**src/rtl/enreg_pkg.sv**
```systemverilog
// enreg_pkg: shared types and constants for the enable register bank.
//   mode_e    - write mode encoding carried on the 2-bit mode port
//   COUNT_W   - width of the accepted-write counter
//   COUNT_MAX - saturation value of the accepted-write counter
package enreg_pkg;

    typedef enum logic [1:0] {
        HOLD  = 2'd0,
        LOAD  = 2'd1,
        BCAST = 2'd2,
        SHIFT = 2'd3
    } mode_e;

    localparam int unsigned COUNT_W = 16;
    localparam logic [COUNT_W-1:0] COUNT_MAX = '1;

endpackage

```
**src/rtl/enreg_chan.sv**
```systemverilog
// enreg_chan: one WIDTH-bit channel register of the enable register bank.
// Ports:
//   clock    - rising-edge clock
//   reset    - synchronous, active-low; clears the word
//   load     - capture a new value at the next edge
//   sel      - source select: 0 = din (direct write), 1 = shift_in (chain)
//   din      - direct write data
//   shift_in - word from the previous channel in the shift chain
//   dout     - stored word
module enreg_chan
    import enreg_pkg::*;
#(
    parameter int unsigned WIDTH = 8
) (
    input  logic             clock,
    input  logic             reset,
    input  logic             load,
    input  logic             sel,
    input  logic [WIDTH-1:0] din,
    input  logic [WIDTH-1:0] shift_in,
    output logic [WIDTH-1:0] dout
);

    logic [WIDTH-1:0] data_q;

    always_ff @(posedge clock) begin
        if (!reset) begin
            data_q <= '0;
        end else if (load) begin
            data_q <= sel ? shift_in : din;
        end
    end

    assign dout = data_q;

endmodule

```
**src/rtl/enreg_bank.sv**
```systemverilog
// enreg_bank: multi-channel edge-triggered enable register bank.
// Holds CHANNELS words of WIDTH bits written through a valid/ready port in
// HOLD / LOAD / BCAST / SHIFT mode. Build option ENREG_SHADOW_EN adds a shadow
// stage so that q only changes, for all channels at once, on a commit strobe;
// without it the stage registers drive q directly and commit is ignored.
// Ports:
//   clock    - rising-edge clock
//   reset    - synchronous, active-low
//   enable   - global write enable; 0 freezes all state except reset
//   mode     - 0=HOLD, 1=LOAD, 2=BCAST, 3=SHIFT
//   wr_valid - write request
//   wr_ready - bank accepts a write this cycle (combinational)
//   wr_chan  - target channel for LOAD
//   wr_data  - write data
//   commit   - publish stage to q (ENREG_SHADOW_EN only)
//   q        - visible words; channel i at bits [i*WIDTH +: WIDTH]
//   wr_count - saturating count of accepted in-range writes
//   err      - sticky flag: out-of-range LOAD attempted
module enreg_bank
    import enreg_pkg::*;
#(
    parameter int unsigned WIDTH    = 8,
    parameter int unsigned CHANNELS = 4,
    localparam int unsigned CHW     = $clog2(CHANNELS)
) (
    input  logic                      clock,
    input  logic                      reset,
    input  logic                      enable,
    input  logic [1:0]                mode,
    input  logic                      wr_valid,
    output logic                      wr_ready,
    input  logic [CHW-1:0]            wr_chan,
    input  logic [WIDTH-1:0]          wr_data,
    input  logic                      commit,
    output logic [CHANNELS*WIDTH-1:0] q,
    output logic [COUNT_W-1:0]        wr_count,
    output logic                      err
);

    mode_e                     mode_op;
    logic                      ready_q;
    logic                      accept;
    logic                      chan_ok;
    logic                      good_wr;
    logic                      bad_load;
    logic                      load_all;
    logic                      shift_op;
    logic [COUNT_W-1:0]        count_q;
    logic                      err_q;
    logic [WIDTH-1:0]          stage [CHANNELS];
    logic [CHANNELS*WIDTH-1:0] stage_flat;

    assign mode_op = mode_e'(mode);

    // Ready comes up on the first edge out of reset, so no write can land on
    // the same edge that releases reset.
    always_ff @(posedge clock) begin
        if (!reset) begin
            ready_q <= 1'b0;
        end else begin
            ready_q <= 1'b1;
        end
    end

    assign wr_ready = ready_q & enable & (mode_op != HOLD);
    assign accept   = wr_valid & wr_ready;

    // Only reachable when CHANNELS is not a power of two.
    assign chan_ok  = (32'(wr_chan) < CHANNELS);
    assign bad_load = accept & (mode_op == LOAD) & ~chan_ok;
    assign good_wr  = accept & ~bad_load;

    always_comb begin
        load_all = 1'b0;
        shift_op = 1'b0;
        case (mode_op)
            BCAST:   load_all = 1'b1;
            SHIFT: begin
                load_all = 1'b1;
                shift_op = 1'b1;
            end
            default: ;
        endcase
    end

    for (genvar i = 0; i < CHANNELS; i++) begin : g_chan
        logic             chan_load;
        logic [WIDTH-1:0] chain_in;

        assign chan_load = accept &
                           (load_all | ((mode_op == LOAD) && (wr_chan == CHW'(i))));

        if (i == 0) begin : g_head
            assign chain_in = wr_data;
        end else begin : g_tail
            assign chain_in = stage[i-1];
        end

        enreg_chan #(
            .WIDTH (WIDTH)
        ) u_chan (
            .clock    (clock),
            .reset    (reset),
            .load     (chan_load),
            .sel      (shift_op),
            .din      (wr_data),
            .shift_in (chain_in),
            .dout     (stage[i])
        );

        assign stage_flat[i*WIDTH +: WIDTH] = stage[i];
    end

    always_ff @(posedge clock) begin
        if (!reset) begin
            count_q <= '0;
            err_q   <= 1'b0;
        end else begin
            if (good_wr && (count_q != COUNT_MAX)) begin
                count_q <= count_q + COUNT_W'(1);
            end
            if (bad_load) begin
                err_q <= 1'b1;
            end
        end
    end

    assign wr_count = count_q;
    assign err      = err_q;

`ifdef ENREG_SHADOW_EN
    logic [CHANNELS*WIDTH-1:0] shadow_q;

    // Copies the pre-edge stage, so a write on the commit edge waits for the
    // next commit.
    always_ff @(posedge clock) begin
        if (!reset) begin
            shadow_q <= '0;
        end else if (enable && commit) begin
            shadow_q <= stage_flat;
        end
    end

    assign q = shadow_q;
`else
    logic unused_commit;

    assign unused_commit = commit;
    assign q             = stage_flat;
`endif

endmodule

```
**config.mk**
```make
export PLATFORM = sky130hd
export DESIGN_NAME = enreg_bank
export DESIGN_NICKNAME = d
export VERILOG_FILES = /design/src/rtl/enreg_pkg.sv /design/src/rtl/enreg_chan.sv /design/src/rtl/enreg_bank.sv
export SDC_FILE = /design/constraint.sdc
export NUM_CORES = 1
export LEC_CHECK = 0
export CAP_MARGIN = 25
export CORE_MARGIN = 2
export CORE_UTILIZATION = 53
export CTS_BUF_LIST = sky130_fd_sc_hd__clkbuf_4
export DETAILED_ROUTE_END_ITERATION = 8
export GPL_TIMING_DRIVEN = 0
export PLACE_DENSITY = 0.87
export SYNTH_ARGS = -nofsm -noshare
export SYNTH_HDL_FRONTEND = slang
export SYNTH_HIERARCHICAL = 1
export SYNTH_SLANG_ARGS = --single-unit
```
**constraint.sdc**
```tcl
create_clock -name clock -period 4.1 [get_ports clock]
set_input_delay 0.82 -clock clock [delete_from_list [all_inputs] [get_ports clock]]
set_output_delay 0.82 -clock clock [all_outputs]
set_load 0.01 [all_outputs]
```
==> results.md <==
* Status: complete, no violations
* R2R depth at 6
* Worst R2R Start: wr_count[0]
* Mapped Area at 2367 sq um
* Yosys top cell area share at 0.4144
* Peak Freq at 333.7 MHz
* Hold EP: wr_count[15]
* Antenna Nets Post-Route at 0
* FF+latch count, synth at 49
* CTS tree: yes
* Die X at 70.83 um
* IO buf count at 64
* Drt drc at 0
* Crit-path most repeated cell: clkdlybuf4s50_1
* Seq/Total Area, Yosys at 0.4144
* CTS Hold Bufs at 0
* Mapped Cells at 251
* HPWL after detailed placement at 4501 um
* Synth area leader: dfxtp_1
* Ant diodes at 0
* Synth Area per Inst at 9.431 sq um
* Slack of the worst reg-to-reg path at 1.86 ns
* Crit path max fanout at 7
* Wire per inst at 16.08 um
* Drt total wl at 6029 um
* CTS root buf: clkbuf_4
* Cell family with most CP delay: buffers and inverters
* Cts repair resizes at 0
* Via count at 2240
* Post-synth ARST share at 0
* Most common cell after layout, fill and taps aside: clkdlybuf4s50_1
* Die ar. at 5017 sq um
* EDFF count, synth at 0
* Post-CTS Repair Setup Buffers at 0
* WHS at 0.5145 ns
* GRT overflow at 0
* CP startpoint kind: input pin
* Leakage power at 0.001112 uW
* # setup viols final at 0
* Worst hold path depth at 1
* Final Worst Setup Slack at 1.104 ns
* FP Rows at 24
* End of the worst register-to-register path: wr_count[13]
* Hold Crit Class: reg2reg
* Top FF cell, synth: dfxtp_1
* Max Cap Viol at 0
* Crit end category: output port
* Clock latency on the worst-skew pair at 0.37 ns
* Worst-Margin Slew at 0.7802 ns
* Initial antenna violation count at 0
* Worst hold path startpoint: wr_count[15]
* Min cycle time layout at 2.996 ns
* Final Hold Vio Count at 0
* Crit path kind: in2out
* Critical Path Max Stage Delay at 0.61 ns
* First-pass GRT wire length at 9749 um
* Chip height at 70.83 um
* Synth warn at 6
* Worst path slowest cell: clkdlybuf4s50_1
* Pre-CTS WS at 1.095 ns
* Period utilization at 0.7308
* CP Cell Sequence: clkdlybuf4s50_1 -> o211a_1 -> clkdlybuf4s50_1
* Pwr/cell area at 266.1 nW/um^2
* CTS clk-pin slew, worst paths at 0.13 ns
* H-tree depth at 2
* Fin Clk Skew at 0.01393 ns
* Max_slew headroom at 0.4783
* Setup TNS at 0 ns
* CP required at 3.28 ns
* Clock buffer depth at 2
* # fillers at 344
* Via density at 5.973
* Clock sinks at 49
* Synth cell types at 37
* Initial Utilization at 0.5475
* Critical Path AT at 2.18 ns
* Layout cells sized above 1 at 0.09907
* Worst vdd ir at 0.0002137 V
* Nets at 341
* Num ports at 67
* Total CTS buffers at 5
* GRT Util Overall at 0.2437
* Area of the core at 4324 sq um
* Seq. cell area at 980.9 sq um
* Area occupied by multi-input gates at 1222 sq um
* RSZ-0062 raised after global routing: no
* GP Congestion at 0.8049
* Most frequent cells in the layout: clkdlybuf4s50_1, dfxtp_1, a21oi_1
* Vias in the first global route at 2048
* WP buf/inv at 2
* Slew Viols, Final at 0
* Post-Syn Nets at 269
* Area growth from synthesis to layout at 32.51%
* Largest net degree at the start of global routing at 25
* Synth area leaders: dfxtp_1, mux2i_1, a21oi_1, o21ai_0, buf_6
* DR pass1 iterations at 4
* Initial DRC count at 131
-- worst reg2reg max path, cell delays in order, from the launching register on --
cell and delay (ns):
dfxtp_1 0.46, ha_1 0.26, nand4_1 0.27, nor4_1 0.52
buf_4 0.28, o311ai_0 0.20, o41ai_1 0.15
-- kinds of logic (layout without fill, tap and decap cells) --
group	after synthesis	in the layout	synth area share
XOR/XNOR	1	1	0.003700
AO/OA/AOI/OAI	100	100	0.2511
multiplexers	33	33	0.1395
flip-flops	49	49	0.4144
AND/OR/NAND/NOR	46	46	0.1152
other	1	1	0.001584
adder cells (fa/ha/maj)	1	1	0.005285
buffers and inverters	20	92	0.06924
-- per-stage QoR --
step | cells | util | power (uW) | area, sq um
6_report | 375 | 0.7254 | 834.7 | 3137
5_1_grt | 375 | 0.7254 | 868.4 | 3137
4_1_cts | 375 | 0.7254 | 839.3 | 3137
3_5_place_dp | 368 | 0.7141 | 627.6 | 3088
3_3_place_gp | 367 | 0.7106 | 622.6 | 3073
2_1_floorplan | 251 | - | 565.6 | 2367
-- per-layer routing --
metal / share of wire / global-route usage / up-vias
met1: 0.45 / 0.3199 / 1057
met2: 0.48 / 0.3936 / 62
met4: 0.019 / 0.08805 / 0
li1: - / - / 1113
met3: 0.051 / 0.05698 / 8
met5: 0 / 0 / -
-- synthesized netlist by cell type (2+ instances only) --
cell       n
o21ai_2    8
mux2i_1   33
o311ai_0   2
or3_1      2
o31ai_1    8
and4_1     2
dfxtp_1   49
buf_6     10
nand2b_1   3
nand3_1    7
a21oi_1   43
nor2_1     5
nor4_1     2
buf_4      2
nand4_1    3
a31oi_1    4
inv_1      5
or4_1      8
and3_1     2
o21ai_0   28
o41ai_1    2
nand2_1    8
-- worst max path at each step --
stage	start	to	cells past startpoint
after CTS	mode[0]	wr_ready	3
final	mode[0]	wr_ready	3
after global routing	mode[0]	wr_ready	3
after global placement	reset	wr_count[1]	4
after detailed placement	mode[0]	g_chan[3].u_chan/dout[5]	8
after floorplan	mode[0]	g_chan[0].u_chan/dout[5]	7
-- flip-flops by register name, indices dropped and copies added (netlist names) --
| signal | flops |
|---|---|
| g_chan.u_chan/dout | 32 |
| wr_count | 16 |
| ready_q | 1 |
-- where the power goes --
part	internal (uW)	total [uW]	switching, uW
Clock	69.2	217	148
Combinational	62.7	121	57.8
Sequential	488	497	9.20
Total	620	835	215
-- area by class of cell --
| type | count | area share |
|---|---|---|
| multi-input combinational | 182 | 0.3897 |
| sequential | 49 | 0.3127 |
| timing repair buffer | 65 | 0.2090 |
| buffer | 15 | 0.04627 |
| tap | 52 | 0.02074 |
| clock buffer | 6 | 0.01436 |
| inverter | 5 | 0.005983 |
| clock inverter | 1 | 0.001197 |
(Power assumes the default switching activity.)
